## config.mk

```make
export PLATFORM = sky130hd
export DESIGN_NAME = sdp_bram_responder_flat
export DESIGN_NICKNAME = d
export VERILOG_FILES = /design/src/rtl/sdp_bram_responder_pkg.sv /design/src/rtl/sdp_bram_responder_if.sv /design/src/rtl/sdp_bram_responder_clear_seq.sv /design/src/rtl/sdp_bram_responder.sv /design/src/flat_wrapper.sv
export SDC_FILE = /design/constraint.sdc
export NUM_CORES = 1
export LEC_CHECK = 0
export CORE_MARGIN = 3
export CORE_UTILIZATION = 30
export DETAILED_ROUTE_END_ITERATION = 8
export GPL_ROUTABILITY_DRIVEN = 0
export HOLD_SLACK_MARGIN = 0.1
export SKIP_LAST_GASP = 1
export SLEW_MARGIN = 20
export SYNTH_ARGS = -nofsm -noshare
export SYNTH_HDL_FRONTEND = slang
export SYNTH_SLANG_ARGS = --single-unit
```

## constraint.sdc

```tcl
create_clock -name clk -period 2.7 [get_ports clk]
set_input_delay 0.405 -clock clk [delete_from_list [all_inputs] [get_ports clk]]
set_output_delay 0.405 -clock clk [all_outputs]
set_load 0.02 [all_outputs]
```

## src/rtl/sdp_bram_responder_pkg.sv

```systemverilog
// Shared types and elaboration helpers for the simple-dual-port BRAM responder.
package bram_pkg;

    typedef enum logic [0:0] {
        IDLE  = 1'b0,
        CLEAR = 1'b1
    } bram_state_e;

    localparam int READ_LATENCY_MIN = 32'sd1;
    localparam int READ_LATENCY_MAX = 32'sd2;

    // Ceiling log2, never less than one bit so a one-word memory still has an address.
    function automatic int clogb2(input int value);
        int r;
        r = 32'sd1;
        for (int i = 32'sd1; i < 32'sd31; i++) begin
            if ((32'sd1 <<< i) < value) begin
                r = i + 32'sd1;
            end
        end
        return r;
    endfunction

    function automatic bit read_latency_ok(input int lat);
        return (lat >= READ_LATENCY_MIN) && (lat <= READ_LATENCY_MAX);
    endfunction

endpackage

```

## src/rtl/sdp_bram_responder_if.sv

```systemverilog
// Port-A write / port-B read bus between a BRAM controller and the responder.
interface sdp_bram_responder_if #(
    parameter int ADDR_WIDTH = 5,
    parameter int DATA_WIDTH = 24
);
    logic [ADDR_WIDTH-1:0] bram_addra;
    logic [DATA_WIDTH-1:0] bram_dina;
    logic                  bram_wea;
    logic                  bram_ena;
    logic                  bram_rsta;
    logic [ADDR_WIDTH-1:0] bram_addrb;
    logic                  bram_enb;
    logic                  bram_rstb;
    logic [DATA_WIDTH-1:0] bram_doutb;
    logic                  bram_rst_busy;

    modport master (
        output bram_addra, bram_dina, bram_wea, bram_ena, bram_rsta,
        output bram_addrb, bram_enb, bram_rstb,
        input  bram_doutb, bram_rst_busy
    );

    modport slave (
        input  bram_addra, bram_dina, bram_wea, bram_ena, bram_rsta,
        input  bram_addrb, bram_enb, bram_rstb,
        output bram_doutb, bram_rst_busy
    );
endinterface

```

## src/rtl/sdp_bram_responder_clear_seq.sv

```systemverilog
// Clear-sweep sequencer: walks every address once after reset or a clear request,
// holding busy until the last word has been zeroed.
module bram_clear_seq
    import bram_pkg::*;
#(
    parameter int DEPTH      = 31,
    parameter int ADDR_WIDTH = clogb2(DEPTH)
) (
    input  logic                  clk,
    input  logic                  reset_n,
    input  logic                  clr_req,
    output logic                  clear_we,
    output logic [ADDR_WIDTH-1:0] clear_addr,
    output logic                  busy
);

    localparam logic [ADDR_WIDTH-1:0] LAST_ADDR = ADDR_WIDTH'(DEPTH - 32'sd1);
    localparam logic [ADDR_WIDTH-1:0] ADDR_ZERO = {ADDR_WIDTH{1'b0}};
    localparam logic [ADDR_WIDTH-1:0] ADDR_ONE  = {{(ADDR_WIDTH-1){1'b0}}, 1'b1};

    bram_state_e           state_r, state_s;
    logic [ADDR_WIDTH-1:0] clr_addr_r, clr_addr_s;
    logic                  busy_r, busy_s;

    // State, sweep pointer and busy flag registers.
    always_ff @(posedge clk or negedge reset_n) begin
        if (!reset_n) begin
            state_r    <= CLEAR;
            clr_addr_r <= ADDR_ZERO;
            busy_r     <= 1'b1;
        end else begin
            state_r    <= state_s;
            clr_addr_r <= clr_addr_s;
            busy_r     <= busy_s;
        end
    end

    // Next-state logic; a request seen mid-sweep rewinds the pointer to zero.
    always_comb begin
        state_s    = state_r;
        clr_addr_s = clr_addr_r;
        busy_s     = busy_r;
        case (state_r)
            IDLE: begin
                if (clr_req) begin
                    state_s    = CLEAR;
                    clr_addr_s = ADDR_ZERO;
                    busy_s     = 1'b1;
                end else begin
                    busy_s     = 1'b0;
                end
            end
            CLEAR: begin
                if (clr_req) begin
                    clr_addr_s = ADDR_ZERO;
                    busy_s     = 1'b1;
                end else if (clr_addr_r == LAST_ADDR) begin
                    state_s    = IDLE;
                    clr_addr_s = ADDR_ZERO;
                    busy_s     = 1'b0;
                end else begin
                    clr_addr_s = clr_addr_r + ADDR_ONE;
                    busy_s     = 1'b1;
                end
            end
            default: begin
                state_s    = CLEAR;
                clr_addr_s = ADDR_ZERO;
                busy_s     = 1'b1;
            end
        endcase
    end

    assign clear_we   = (state_r == CLEAR);
    assign clear_addr = clr_addr_r;
    assign busy       = busy_r;

endmodule

```

## src/rtl/sdp_bram_responder.sv

```systemverilog
// Simple-dual-port BRAM model with vendor-style clear sweep, read-first collisions
// and a one- or two-stage read pipeline.
module sdp_bram_responder
    import bram_pkg::*;
#(
    parameter int DEPTH        = 31,
    parameter int DATA_WIDTH   = 24,
    parameter int READ_LATENCY = 1,
    parameter int ADDR_WIDTH   = clogb2(DEPTH)
) (
    input  logic                 clk,
    input  logic                 reset_n,
    sdp_bram_responder_if.slave  bram
);

    localparam logic [ADDR_WIDTH:0]   DEPTH_W   = (ADDR_WIDTH + 1)'(DEPTH);
    localparam logic [DATA_WIDTH-1:0] DATA_ZERO = {DATA_WIDTH{1'b0}};

    if (!read_latency_ok(READ_LATENCY)) begin : g_bad_latency
        $error("sdp_bram_responder: READ_LATENCY must be 1 or 2");
    end

    logic [DATA_WIDTH-1:0] mem_r [0:DEPTH-1];
    logic                  clr_req_s;
    logic                  clear_we_s;
    logic [ADDR_WIDTH-1:0] clear_addr_s;
    logic                  busy_s;
    logic                  wr_en_s;
    logic                  addrb_ok_s;
    logic [DATA_WIDTH-1:0] rd_data_s;
    logic [DATA_WIDTH-1:0] dout_r;
    logic [DATA_WIDTH-1:0] s1_data_r;
    logic                  s1_valid_r;

    assign clr_req_s = bram.bram_rsta | bram.bram_rstb;

    bram_clear_seq #(
        .DEPTH      (DEPTH),
        .ADDR_WIDTH (ADDR_WIDTH)
    ) u_clear_seq (
        .clk        (clk),
        .reset_n    (reset_n),
        .clr_req    (clr_req_s),
        .clear_we   (clear_we_s),
        .clear_addr (clear_addr_s),
        .busy       (busy_s)
    );

    assign wr_en_s    = bram.bram_ena & bram.bram_wea & ~busy_s & ~clr_req_s
                      & ({1'b0, bram.bram_addra} < DEPTH_W);
    assign addrb_ok_s = ({1'b0, bram.bram_addrb} < DEPTH_W);

    // Memory array; the sweep and user writes are mutually exclusive by construction.
    always_ff @(posedge clk) begin
        if (clear_we_s) begin
            mem_r[clear_addr_s] <= DATA_ZERO;
        end else if (wr_en_s) begin
            mem_r[bram.bram_addra] <= bram.bram_dina;
        end
    end

    // Array read; the old word is seen on a same-address write edge (read-first).
    always_comb begin
        rd_data_s = DATA_ZERO;
        if (!busy_s && addrb_ok_s) begin
            rd_data_s = mem_r[bram.bram_addrb];
        end else begin
            rd_data_s = DATA_ZERO;
        end
    end

    // Read pipeline; rstb flushes both the output and the in-flight stage.
    always_ff @(posedge clk or negedge reset_n) begin
        if (!reset_n) begin
            dout_r     <= DATA_ZERO;
            s1_data_r  <= DATA_ZERO;
            s1_valid_r <= 1'b0;
        end else if (bram.bram_rstb) begin
            dout_r     <= DATA_ZERO;
            s1_valid_r <= 1'b0;
        end else if (READ_LATENCY == 32'sd2) begin
            if (bram.bram_enb) begin
                s1_data_r <= rd_data_s;
            end
            s1_valid_r <= bram.bram_enb;
            if (s1_valid_r) begin
                dout_r <= s1_data_r;
            end
        end else begin
            if (bram.bram_enb) begin
                dout_r <= rd_data_s;
            end
        end
    end

    assign bram.bram_doutb    = dout_r;
    assign bram.bram_rst_busy = busy_s;

endmodule

```

## src/flat_wrapper.sv

```systemverilog
// flat-port wrapper written by rule: the top's interface ports become plain ports
module sdp_bram_responder_flat import bram_pkg::*;
#(
    parameter int DEPTH        = 31,
    parameter int DATA_WIDTH   = 24,
    parameter int READ_LATENCY = 1,
    parameter int ADDR_WIDTH   = clogb2(DEPTH)
)
  (clk, reset_n, bram_bram_addra, bram_bram_dina, bram_bram_wea, bram_bram_ena, bram_bram_rsta, bram_bram_addrb, bram_bram_enb, bram_bram_rstb, bram_bram_doutb, bram_bram_rst_busy);
  sdp_bram_responder_if #(.ADDR_WIDTH(ADDR_WIDTH), .DATA_WIDTH(DATA_WIDTH)) bram_i ();
  input  logic clk;
  input  logic reset_n;
  input wire logic [$bits(bram_i.bram_addra)-1:0] bram_bram_addra;
  input wire logic [$bits(bram_i.bram_dina)-1:0] bram_bram_dina;
  input wire logic [$bits(bram_i.bram_wea)-1:0] bram_bram_wea;
  input wire logic [$bits(bram_i.bram_ena)-1:0] bram_bram_ena;
  input wire logic [$bits(bram_i.bram_rsta)-1:0] bram_bram_rsta;
  input wire logic [$bits(bram_i.bram_addrb)-1:0] bram_bram_addrb;
  input wire logic [$bits(bram_i.bram_enb)-1:0] bram_bram_enb;
  input wire logic [$bits(bram_i.bram_rstb)-1:0] bram_bram_rstb;
  output wire logic [$bits(bram_i.bram_doutb)-1:0] bram_bram_doutb;
  output wire logic [$bits(bram_i.bram_rst_busy)-1:0] bram_bram_rst_busy;
  assign bram_i.bram_addra = bram_bram_addra;
  assign bram_i.bram_dina = bram_bram_dina;
  assign bram_i.bram_wea = bram_bram_wea;
  assign bram_i.bram_ena = bram_bram_ena;
  assign bram_i.bram_rsta = bram_bram_rsta;
  assign bram_i.bram_addrb = bram_bram_addrb;
  assign bram_i.bram_enb = bram_bram_enb;
  assign bram_i.bram_rstb = bram_bram_rstb;
  assign bram_bram_doutb = bram_i.bram_doutb;
  assign bram_bram_rst_busy = bram_i.bram_rst_busy;
  sdp_bram_responder #(.DEPTH(DEPTH), .DATA_WIDTH(DATA_WIDTH), .READ_LATENCY(READ_LATENCY), .ADDR_WIDTH(ADDR_WIDTH)) u_core (.clk(clk), .reset_n(reset_n), .bram(bram_i));
endmodule
```

==> results by group <==
Worst hold path
  – Hold Path Class: input port to async pin

Timing
  – Tcrit/Tclk final: 0.947
  – Final setup violation count: 0
  – Slew margin rel.: 0.450
  – RSZ-0062 raised after global routing: no
  – Post-route setup TNS: 0 ns
  – Fmax: 0.391 GHz
  – Final Skew: 0.0208 ns
  – Fin. Hold Viols: 0
  – Min cycle time layout: 2.56 ns
  – Actual slew at the worst max-slew pin: 0.819 ns
  – Fin. max-slew vios: 0

Floorplan
  – Initial Util: 0.305
  – Full die area: 105000 um2
  – Row cnt: 115
  – Chip height: 324 um
  – # IOs: 66
  – Core Area: 99300 um2
  – Die X: 324 um

Status
  – Status: finished clean

Global routing
  – Initial antenna violation count: 0
  – Largest net degree at the start of global routing: 48
  – Gr ovfl total: 0
  – Gr busiest metal: met2
  – Global-route wire length before repair: 111 mm
  – Met1 GRT Util: 0.207
  – Grt met3 use: 0.0202
  – Vias in the first global route: 16182
  – Gr usage total: 0.143
  – Met2 usage: 0.226

Worst setup path
  – Worst EP arrival: 2.87 ns
  – Setup CP Type: flop to flop
  – Worst Setup Start Kind: flop
  – Worst endpoint required time: 3.02 ns
  – FF-to-FF Start: u_core.u_clear_seq.busy
  – Max FO, Critical Path: 9
  – CP Capture Type: flop
  – Crit path from: u_core.u_clear_seq.busy

Placed design
  – Post-DP HPWL: 49.4 mm
  – Placed cell count: 3085
  – Input/output buffers: 65

Logic synthesis
  – Yosys top cell by area: edfxtp_1
  – Top post-synthesis cells by count: edfxtp_1 (744), mux2i_1 (188), nor2_1 (86)
  – Net Count, Synth: 1701
  – Post-synthesis instance total: 1658
  – Post-synth EDFFs: 744
  – Yosys Warn Count: 0
  – Post-synthesis sequential area ratio: 0.762
  – Top post-synthesis cells by area: edfxtp_1 (74%), mux2i_1 (6.2%), mux4_2 (6.1%)
  – Cell with the most instances after synthesis: edfxtp_1
  – Unique masters post-synth: 49
  – Main flop type after synthesis: edfxtp_1
  – Top-area cell type share of the netlist area: 0.738
  – Post-Synthesis Cell Area: 30300 um2
  – Async SR Flop Fraction: 0.0388
  – Avg Inst Size Synth: 18.3 um2
  – Register bit count reported by yosys: 774

Layout
  – Core Util, Final: 0.371
  – Nets: 1921
  – Area Growth Syn to Fin: 21.7%
  – Layout cell share with drive strength beyond 1: 0.208
  – Antenna cell count: 0
  – Layout Cells excl Fill: 3225

Detailed routing
  – DRC: 0
  – Vias per std cell: 5.03
  – Remaining antenna violation count: 0
  – DR iter-0 viols: 1944
  – DR WL/cell: 23.4 um
  – Vias: 16231
  – Drt pass-1 iters: 6
  – Final wirelength: 75.6 mm

Power
  – Worst IR drop on VDD: 0.475 mV
  – Sequential share of power: 0.526
  – Sw Ratio: 0.200
  – Clock power frac: 0.436
  – Cell internal pwr: 19800 uW
  – NetSw: 4950 uW
  – Leak: 0.0114 uW
  – Pwr dens: 673 nW/um2
  – Comb power frac: 0.038

Clock tree
  – Setup bufs post-CTS: 0
  – H-tree Lvls: 3
  – Clock Latency Late Sink: 0.62 ns
  – CTS resizes: 0
  – # hold bufs at CTS: 1
  – Total CTS buffers: 77
  – Clk buf depth: 3
  – Root Buffer: clkbuf_16
  – CTS tree: done
  – Num Clock Sinks: 774
  – Clk pin slew, worst setup/hold paths: 0.06 ns

Flow run
  – MaxCap Viol Count: 0
## placed cells by master, fill, tap and decap left out, drive strengths merged, types with 15 or more instances in the layout
master,instances
o22ai,26
clkinv,28
a211oi,32
a21o,15
clkbuf,95
edfxtp,744
a21oi,79
nor2,86
o21ai,32
buf,175
nor2b,21
and2,26
a22oi,16
a2111oi,17
nand2,66
mux4,82
mux2i,188
clkdlybuf4s50,59
a32oi,18
dfrtp,29
## flip-flops by register name (all words and copies together) (netlist names)
| signal | flops |
|---|---|
| u_core.u_clear_seq.clear_addr | 5 |
| u_core.bram.bram_doutb | 24 |
| u_core.u_clear_seq.busy | 1 |
| u_core.mem_r | 744 |
## cells by family after synthesis
| kind of cell | count (synthesis) | share of synthesized area |
|---|---|---|
| and+or+nand+nor | 239 | 0.0373 |
| muxes | 271 | 0.123 |
| DFF | 774 | 0.762 |
| adders and majority gates | 2 | 0.000826 |
| AOI/OAI and AO/OA | 274 | 0.0600 |
| buffers and inverters | 98 | 0.0159 |
## stage by stage
stage                     area (um2)  total power (uW)  hold slack, ns  setup slack, ns
after global routing           36900             25500           0.518           0.0761
after global placement         34300             14200           0.514           -0.259
after CTS                      36900             25000           0.476            0.201
after detailed placement       34300             14200           0.528           -0.258
final                          36900             24800           0.436            0.142
after floorplan                30300             13800           0.109           -0.276
## final timing paths
kind	cells past startpoint	end	slack, ns
worst min-delay path	2	u_core.bram.bram_doutb[15]	0.44
worst max register to register	7	u_core.mem_r[10][10]	0.14
worst min register to register	2	u_core.bram.bram_doutb[19]	0.59
worst max-delay path	7	u_core.mem_r[10][10]	0.14
min in group clk	4	u_core.u_clear_seq.busy	0.56
max in group asynchronous	2	u_core.bram.bram_doutb[21]	1.74
## critical path, stage by stage, from the launching register on
cell	delay [ns]
dfstp_2	0.46
or3_1	0.48
nor3_1	0.34
o22a_1	0.26
nand2_1	0.09
buf_4	0.18
nor2_2	0.23
buf_4	0.22
## power by group through the flow
stage	Combinational (uW)	Clock, uW	Sequential (uW)
floorplan	527	0	13300
global placement	943	0	13300
detailed placement	952	0	13300
CTS	956	11000	13000
global route	1010	11500	13000
finish	952	10800	13000
## metal layers
layer  vias up  part of all wire
li1       7151                 -
met1      8398              0.45
met2       558              0.47
met3       124             0.059
met4         0             0.024
met5         -                 0
## area by class of cell
cell class / instances / area (um2)
clock buffers: 95 / 2070
clock inverters: 44 / 504
fillers: 8961 / 62400
inverters: 4 / 15.0
multi-input cells: 786 / 6810
flip-flops and latches: 774 / 23100
well taps: 1287 / 1610
repair buffers: 235 / 2760
(Power assumes the default switching activity.)
